**src/rtl/video_capture_ctrl.sv**
```systemverilog
// Frame-capture sequencer: arms on start, skips frames, captures a configured number of
// whole frames with optional spacing, gates the pixel strobe and flags wrong-sized frames.
module video_capture_ctrl #(
  parameter int unsigned WIDTH  = 640,
  parameter int unsigned HEIGHT = 480,
  parameter int unsigned NW     = 8,
  parameter int unsigned PCW    = 20
) (
  input  logic          vid_clk,
  input  logic          vid_rst_n,
  input  logic          vid_clk_en,
  input  logic          vid_vsync,
  input  logic          vid_active,
  input  logic [NW-1:0] cfg_skip,
  input  logic [NW-1:0] cfg_interval,
  input  logic [NW-1:0] cfg_count,
  input  logic          start,
  input  logic          abort,
  output logic          busy,
  output logic          done,
  output logic          cap_active,
  output logic          cap_pix_valid,
  output logic          cap_frame_start,
  output logic          cap_frame_done,
  output logic [NW-1:0] cap_frame_idx,
  output logic          err_size
);

  localparam logic [PCW-1:0] FramePix = PCW'(WIDTH * HEIGHT);

  typedef enum logic [2:0] {StIdle, StArm, StSkip, StCapture, StGap, StDone} state_e;

  state_e         state_q, state_d;
  logic           vsync_d_q;
  logic [NW-1:0]  rem_q, rem_d;
  logic [PCW-1:0] pix_cnt_q, pix_cnt_d;
  logic           ovf_q, ovf_d;
  logic [NW-1:0]  idx_q, idx_d;
  logic           err_q, err_d;
  logic [NW-1:0]  skip_q, skip_d;
  logic [NW-1:0]  interval_q, interval_d;
  logic [NW-1:0]  count_q, count_d;
  logic           fstart_q, fstart_d;
  logic           fdone_q, fdone_d;

  logic          fe;
  logic          pix_in;
  logic          pix_ok;
  logic [NW-1:0] idx_new;

  assign fe      = vid_clk_en & vid_vsync & ~vsync_d_q;
  assign pix_in  = vid_clk_en & vid_active;
  assign pix_ok  = (pix_cnt_q < FramePix);
  assign idx_new = idx_q + 1'b1;

  always_comb begin
    state_d    = state_q;
    rem_d      = rem_q;
    pix_cnt_d  = pix_cnt_q;
    ovf_d      = ovf_q;
    idx_d      = idx_q;
    err_d      = err_q;
    skip_d     = skip_q;
    interval_d = interval_q;
    count_d    = count_q;
    fstart_d   = 1'b0;
    fdone_d    = 1'b0;

    if (abort && (state_q != StIdle)) begin
      state_d = StIdle;
    end else begin
      unique case (state_q)
        StIdle, StDone: begin
          // A frame edge coinciding with start is deliberately not acted on.
          if (start) begin
            skip_d     = cfg_skip;
            interval_d = cfg_interval;
            count_d    = cfg_count;
            err_d      = 1'b0;
            idx_d      = '0;
            state_d    = (cfg_count == '0) ? StDone : StArm;
          end
        end
        StArm: begin
          if (fe) begin
            if (skip_q == '0) begin
              state_d   = StCapture;
              fstart_d  = 1'b1;
              pix_cnt_d = '0;
              ovf_d     = 1'b0;
            end else begin
              state_d = StSkip;
              rem_d   = skip_q - 1'b1;
            end
          end
        end
        StSkip, StGap: begin
          if (fe) begin
            if (rem_q == '0) begin
              state_d   = StCapture;
              fstart_d  = 1'b1;
              pix_cnt_d = '0;
              ovf_d     = 1'b0;
            end else begin
              rem_d = rem_q - 1'b1;
            end
          end
        end
        StCapture: begin
          if (pix_in) begin
            if (pix_ok) pix_cnt_d = pix_cnt_q + 1'b1;
            else        ovf_d     = 1'b1;
          end
          if (fe) begin
            fdone_d = 1'b1;
            idx_d   = idx_new;
            if ((pix_cnt_q != FramePix) || ovf_q) err_d = 1'b1;
            if (idx_new == count_q) begin
              state_d = StDone;
            end else if (interval_q == '0) begin
              // Back-to-back capture: next frame opens on the same edge.
              fstart_d  = 1'b1;
              pix_cnt_d = '0;
              ovf_d     = 1'b0;
            end else begin
              state_d = StGap;
              rem_d   = interval_q - 1'b1;
            end
          end
        end
        default: state_d = StIdle;
      endcase
    end
  end

  always_ff @(posedge vid_clk or negedge vid_rst_n) begin
    if (!vid_rst_n) begin
      state_q    <= StIdle;
      vsync_d_q  <= 1'b0;
      rem_q      <= '0;
      pix_cnt_q  <= '0;
      ovf_q      <= 1'b0;
      idx_q      <= '0;
      err_q      <= 1'b0;
      skip_q     <= '0;
      interval_q <= '0;
      count_q    <= '0;
      fstart_q   <= 1'b0;
      fdone_q    <= 1'b0;
    end else begin
      if (vid_clk_en) vsync_d_q <= vid_vsync;
      state_q    <= state_d;
      rem_q      <= rem_d;
      pix_cnt_q  <= pix_cnt_d;
      ovf_q      <= ovf_d;
      idx_q      <= idx_d;
      err_q      <= err_d;
      skip_q     <= skip_d;
      interval_q <= interval_d;
      count_q    <= count_d;
      fstart_q   <= fstart_d;
      fdone_q    <= fdone_d;
    end
  end

  assign busy            = (state_q == StArm) || (state_q == StSkip) ||
                           (state_q == StCapture) || (state_q == StGap);
  assign done            = (state_q == StDone);
  assign cap_active      = (state_q == StCapture);
  assign cap_pix_valid   = (state_q == StCapture) & pix_in & pix_ok;
  assign cap_frame_start = fstart_q;
  assign cap_frame_done  = fdone_q;
  assign cap_frame_idx   = idx_q;
  assign err_size        = err_q;

endmodule
```
**config.mk**
```make
export PLATFORM = sky130hd
export DESIGN_NAME = video_capture_ctrl
export DESIGN_NICKNAME = d
export VERILOG_FILES = /design/src/rtl/video_capture_ctrl.sv
export SDC_FILE = /design/constraint.sdc
export NUM_CORES = 1
export LEC_CHECK = 0
export ABC_AREA = 1
export BUFFER_PORTS_ARGS = -buffer_cell sky130_fd_sc_hd__buf_2
export CAP_MARGIN = 40
export CORE_MARGIN = 2
export CORE_UTILIZATION = 35
export CTS_BUF_LIST = sky130_fd_sc_hd__clkbuf_4 sky130_fd_sc_hd__clkbuf_8 sky130_fd_sc_hd__clkbuf_16
export DETAILED_ROUTE_END_ITERATION = 10
export HOLD_SLACK_MARGIN = 0.12
export PLACE_DENSITY_LB_ADDON = 0.1
export SLEW_MARGIN = 5
export SYNTH_ARGS = -nofsm -noshare
export SYNTH_HDL_FRONTEND = slang
export SYNTH_SLANG_ARGS = --single-unit
```
**constraint.sdc**
```tcl
create_clock -name vid_clk -period 1.76 [get_ports vid_clk]
set_input_delay 0.352 -clock vid_clk [delete_from_list [all_inputs] [get_ports vid_clk]]
set_output_delay 0.352 -clock vid_clk [all_outputs]
set_load 0.05 [all_outputs]
```
==> results.cfg <==
[worst_hold_path]
min-delay-path-class = input port to register

[detailed_routing]
dr_drc_count = 0
drt_first_iter_violations = 167
vias_per_cell = 4.81
wl_met2_mm = 6.16
detailedRoute.firstPassIterationCount = 4
dr_wl_met3_um = 371
antenna_left = 0
topRoutingLayerUsed = met4
wl_mm = 12.3
route.vias.total = 4210
routed_wire_length_per_instance_um = 14.0
routedLengthMet1_mm = 5.51

[clock_tree]
cts.clk_slew.worst_paths_ns = 0.05
cts_tree = built
cts_made_buffers = 9
clock_sink_count = 68
root_buffer = sky130_fd_sc_hd__clkbuf_16
clock_path_buffers = 2
cts.htree.levels = 3
clk_latency_ns = 0.34

[pwr]
peakVddDrop_mv = 1.39
internal-power_w = 0.00632
sw_frac_of_total = 0.415
report.power.total_w = 0.0108
powerDensity_nw_per_um2 = 1700
cellLeakagePower_nw = 3.00
net-switching-power_w = 0.00448
pwr-share-seq = 0.234
combPwrFrac = 0.581
portion_of_total_power_attributed_to_the_clock_network = 0.185

[synthesis]
synth.net_count = 590
synth_cells = 555
yosys_register_bits = 68
synth-seq-area-share = 0.415
syn-mean-instance-area_sq_um = 7.39
synth.lib_cells_used.distinct = 41
synthesis.area_sq_um = 4100
ys_dominant_reg_cell = sky130_fd_sc_hd__dfrtp_1
synth_enable_flop_cells = 0
async_reset_ff_frac = 1.00
yosysWarnings = 0

[layout]
final_nets = 762
layout.core_utilization = 0.557
final_layout_fill_cell_count = 1106
postLayoutCellArea_sq_um = 6360
seq_area_sq_um = 1720
multi_input_gate_area_sq_um = 2550
layout_common_cells = 148 x sky130_fd_sc_hd__nand2_1, 102 x sky130_fd_sc_hd__buf_4, 59 x sky130_fd_sc_hd__dfrtp_1
antenna_cells_inserted = 0
most_common_cell_after_layout_fill_and_taps_aside = sky130_fd_sc_hd__nand2_1
share_of_final_layout_standard_cells_stronger_than_drive_strength_1 = 0.444
syn2layout_area_growth_pct = 55.1

[placement]
dpl_cell_area_sq_um = 5240
place_congestion = 0.936
placement.io_buffers = 45
detailed_place_hpwl_mm = 8.74

[sta]
min_period_ns = 1.93
min_period_over_period = 1.10
timing.max_slew.rel_slack = 0.633
clock-skew-final_ns = 0.00721
fin_tns_setup_ns = -3.79
setup_viol = 37
slew_violations = 0
final_hold_viol_count = 0
rsz0062_at_grt = true
final.setup.worst_slack_ns = -0.172
worstMarginPinSlew_ns = 0.546
maxClockFrequency_ghz = 0.518

[global_routing]
globalRoute.totalOverflow = 0
first_global_vias = 4203
largest_net_degree_at_the_start_of_global_routing = 69
grt_usage = 0.197
grt_first_pass_wirelength_mm = 19.9
grt_antenna_before_repair = 0

[floorplan]
core_region_area_sq_um = 11400
die_area_sq_um = 12600
initial_core_util = 0.359
dieWidth_um = 112
die_ht_um = 112
design.portCount = 46
row_count = 39

[worst_setup_path]
critPathSlowestCell = sky130_fd_sc_hd__dfrtp_2
timing.critical_path.slowest_cell_delay_ns = 0.47
worst_ep_arrival_time_ns = 2.16
required_ns = 1.99
setup.worst_path.end_class = register
path_max_fanout = 6
cp_common_cell = sky130_fd_sc_hd__nand2_1
timing.setup.critical_path_class = register to register
sequence_of_cells_on_the_critical_path = buf_6, nand3_4, inv_4, nand2_1, nand2_2, a21oi_4, ha_2, nand2_2, nor2_2, nand2_1, or2_0, nand3_1, nand2_1
worst_setup_path_start_kind = register

[run_status]
status = finished with violations
failed_checks = negative setup slack

[run]
total_of_max_cap_violations = 0
-- power groups by stage --
| stage | Combinational [W] | Clock [W] | Sequential (W) |
|---|---|---|---|
| finish | 0.00628 | 0.00199 | 0.00253 |
| global route | 0.00684 | 0.00212 | 0.00260 |
| CTS | 0.00508 | 0.00206 | 0.00251 |
| detailed placement | 0.00464 | 0 | 0.00252 |
| global placement | 0.00461 | 0 | 0.00250 |
| floorplan | 0.00292 | 0 | 0.00246 |
-- kinds of logic after synthesis --
| group | synth area share |
|---|---|
| AND/OR/NAND/NOR | 0.364 |
| buffers and inverters | 0.0729 |
| AO/OA/AOI/OAI | 0.102 |
| flip-flops | 0.415 |
| XOR/XNOR | 0.0342 |
| adder cells (fa/ha/maj) | 0.0122 |
-- layout make-up --
cell class                 count  area share
inverter                      64      0.0427
clock buffer                  12      0.0399
sequential                    68       0.270
timing repair buffer         169       0.207
tap                          143      0.0281
clock inverter                 4      0.0114
multi-input combinational    415       0.401
-- synthesized netlist by cell type (6+ instances only) --
cell	count	share of area
sky130_fd_sc_hd__nand2_2	8	0.012
sky130_fd_sc_hd__nor4_1	6	0.0092
sky130_fd_sc_hd__o22ai_1	9	0.014
sky130_fd_sc_hd__o21ai_0	35	0.043
sky130_fd_sc_hd__inv_2	6	0.0055
sky130_fd_sc_hd__nand3_1	41	0.050
sky130_fd_sc_hd__xor2_1	12	0.026
sky130_fd_sc_hd__dfrtp_1	68	0.42
sky130_fd_sc_hd__nor2_1	54	0.049
sky130_fd_sc_hd__nand2_1	178	0.16
sky130_fd_sc_hd__nor2_2	9	0.014
sky130_fd_sc_hd__inv_1	56	0.051
sky130_fd_sc_hd__nand4_1	9	0.014
-- final timing paths --
kind / from / end / slack (ns) / cells past startpoint
max in group asynchronous: vid_rst_n / cap_frame_idx[0] / 0.86 / 3
max: state_q[1] / rem_q[6] / -0.17 / 13
min: cfg_interval[3] / interval_q[3] / 0.21 / 3
min in group asynchronous: vid_rst_n / pix_cnt_q[1] / 0.56 / 3
min reg2reg: interval_q[5] / interval_q[5] / 0.50 / 2
max reg2reg: state_q[1] / rem_q[6] / -0.17 / 13
-- flip-flops by register name (all words and copies together), names as in the netlist --
register / count
interval_q: 8
count_q: 8
vsync_d_q: 1
cap_frame_start: 1
cap_frame_idx: 8
pix_cnt_q: 20
rem_q: 8
err_size: 1
cap_frame_done: 1
state_q: 3
ovf_q: 1
skip_q: 8
-- worst max-delay path: cells and delay by family, from the launching register on --
family | cells | cell delay (ns)
AOI/OAI and AO/OA | 1 | 0.13
adders and majority gates | 1 | 0.20
buffers and inverters | 2 | 0.21
DFF | 1 | 0.47
and+or+nand+nor | 9 | 0.79
-- metrics by stage --
| stage | setup slack, ns | hold WS (ns) | cells |
|---|---|---|---|
| final | -0.172 | 0.210 | 875 |
| after global placement | -0.171 | 0.405 | 829 |
| after global routing | -0.342 | 0.197 | 875 |
| after CTS | -0.189 | 0.195 | 854 |
| after detailed placement | -0.229 | 0.414 | 829 |
| after floorplan | -0.146 | 0.0564 | 555 |
-- routing by layer --
layer	vias to the layer above	track usage
met2	67	0.333
met5	-	0
li1	2137	-
met4	0	0.0683
met3	18	0.0545
met1	1988	0.243
-- repair_timing --
action,CTS,global route
pin swaps,7,39
hold buffers,1,0
setup buffers,8,21
setup endpoints to repair,44,62
resized for setup,58,102
hold endpoints to repair,68,0
gates cloned,0,4
No activity file was read; power rests on OpenSTA's default activity.
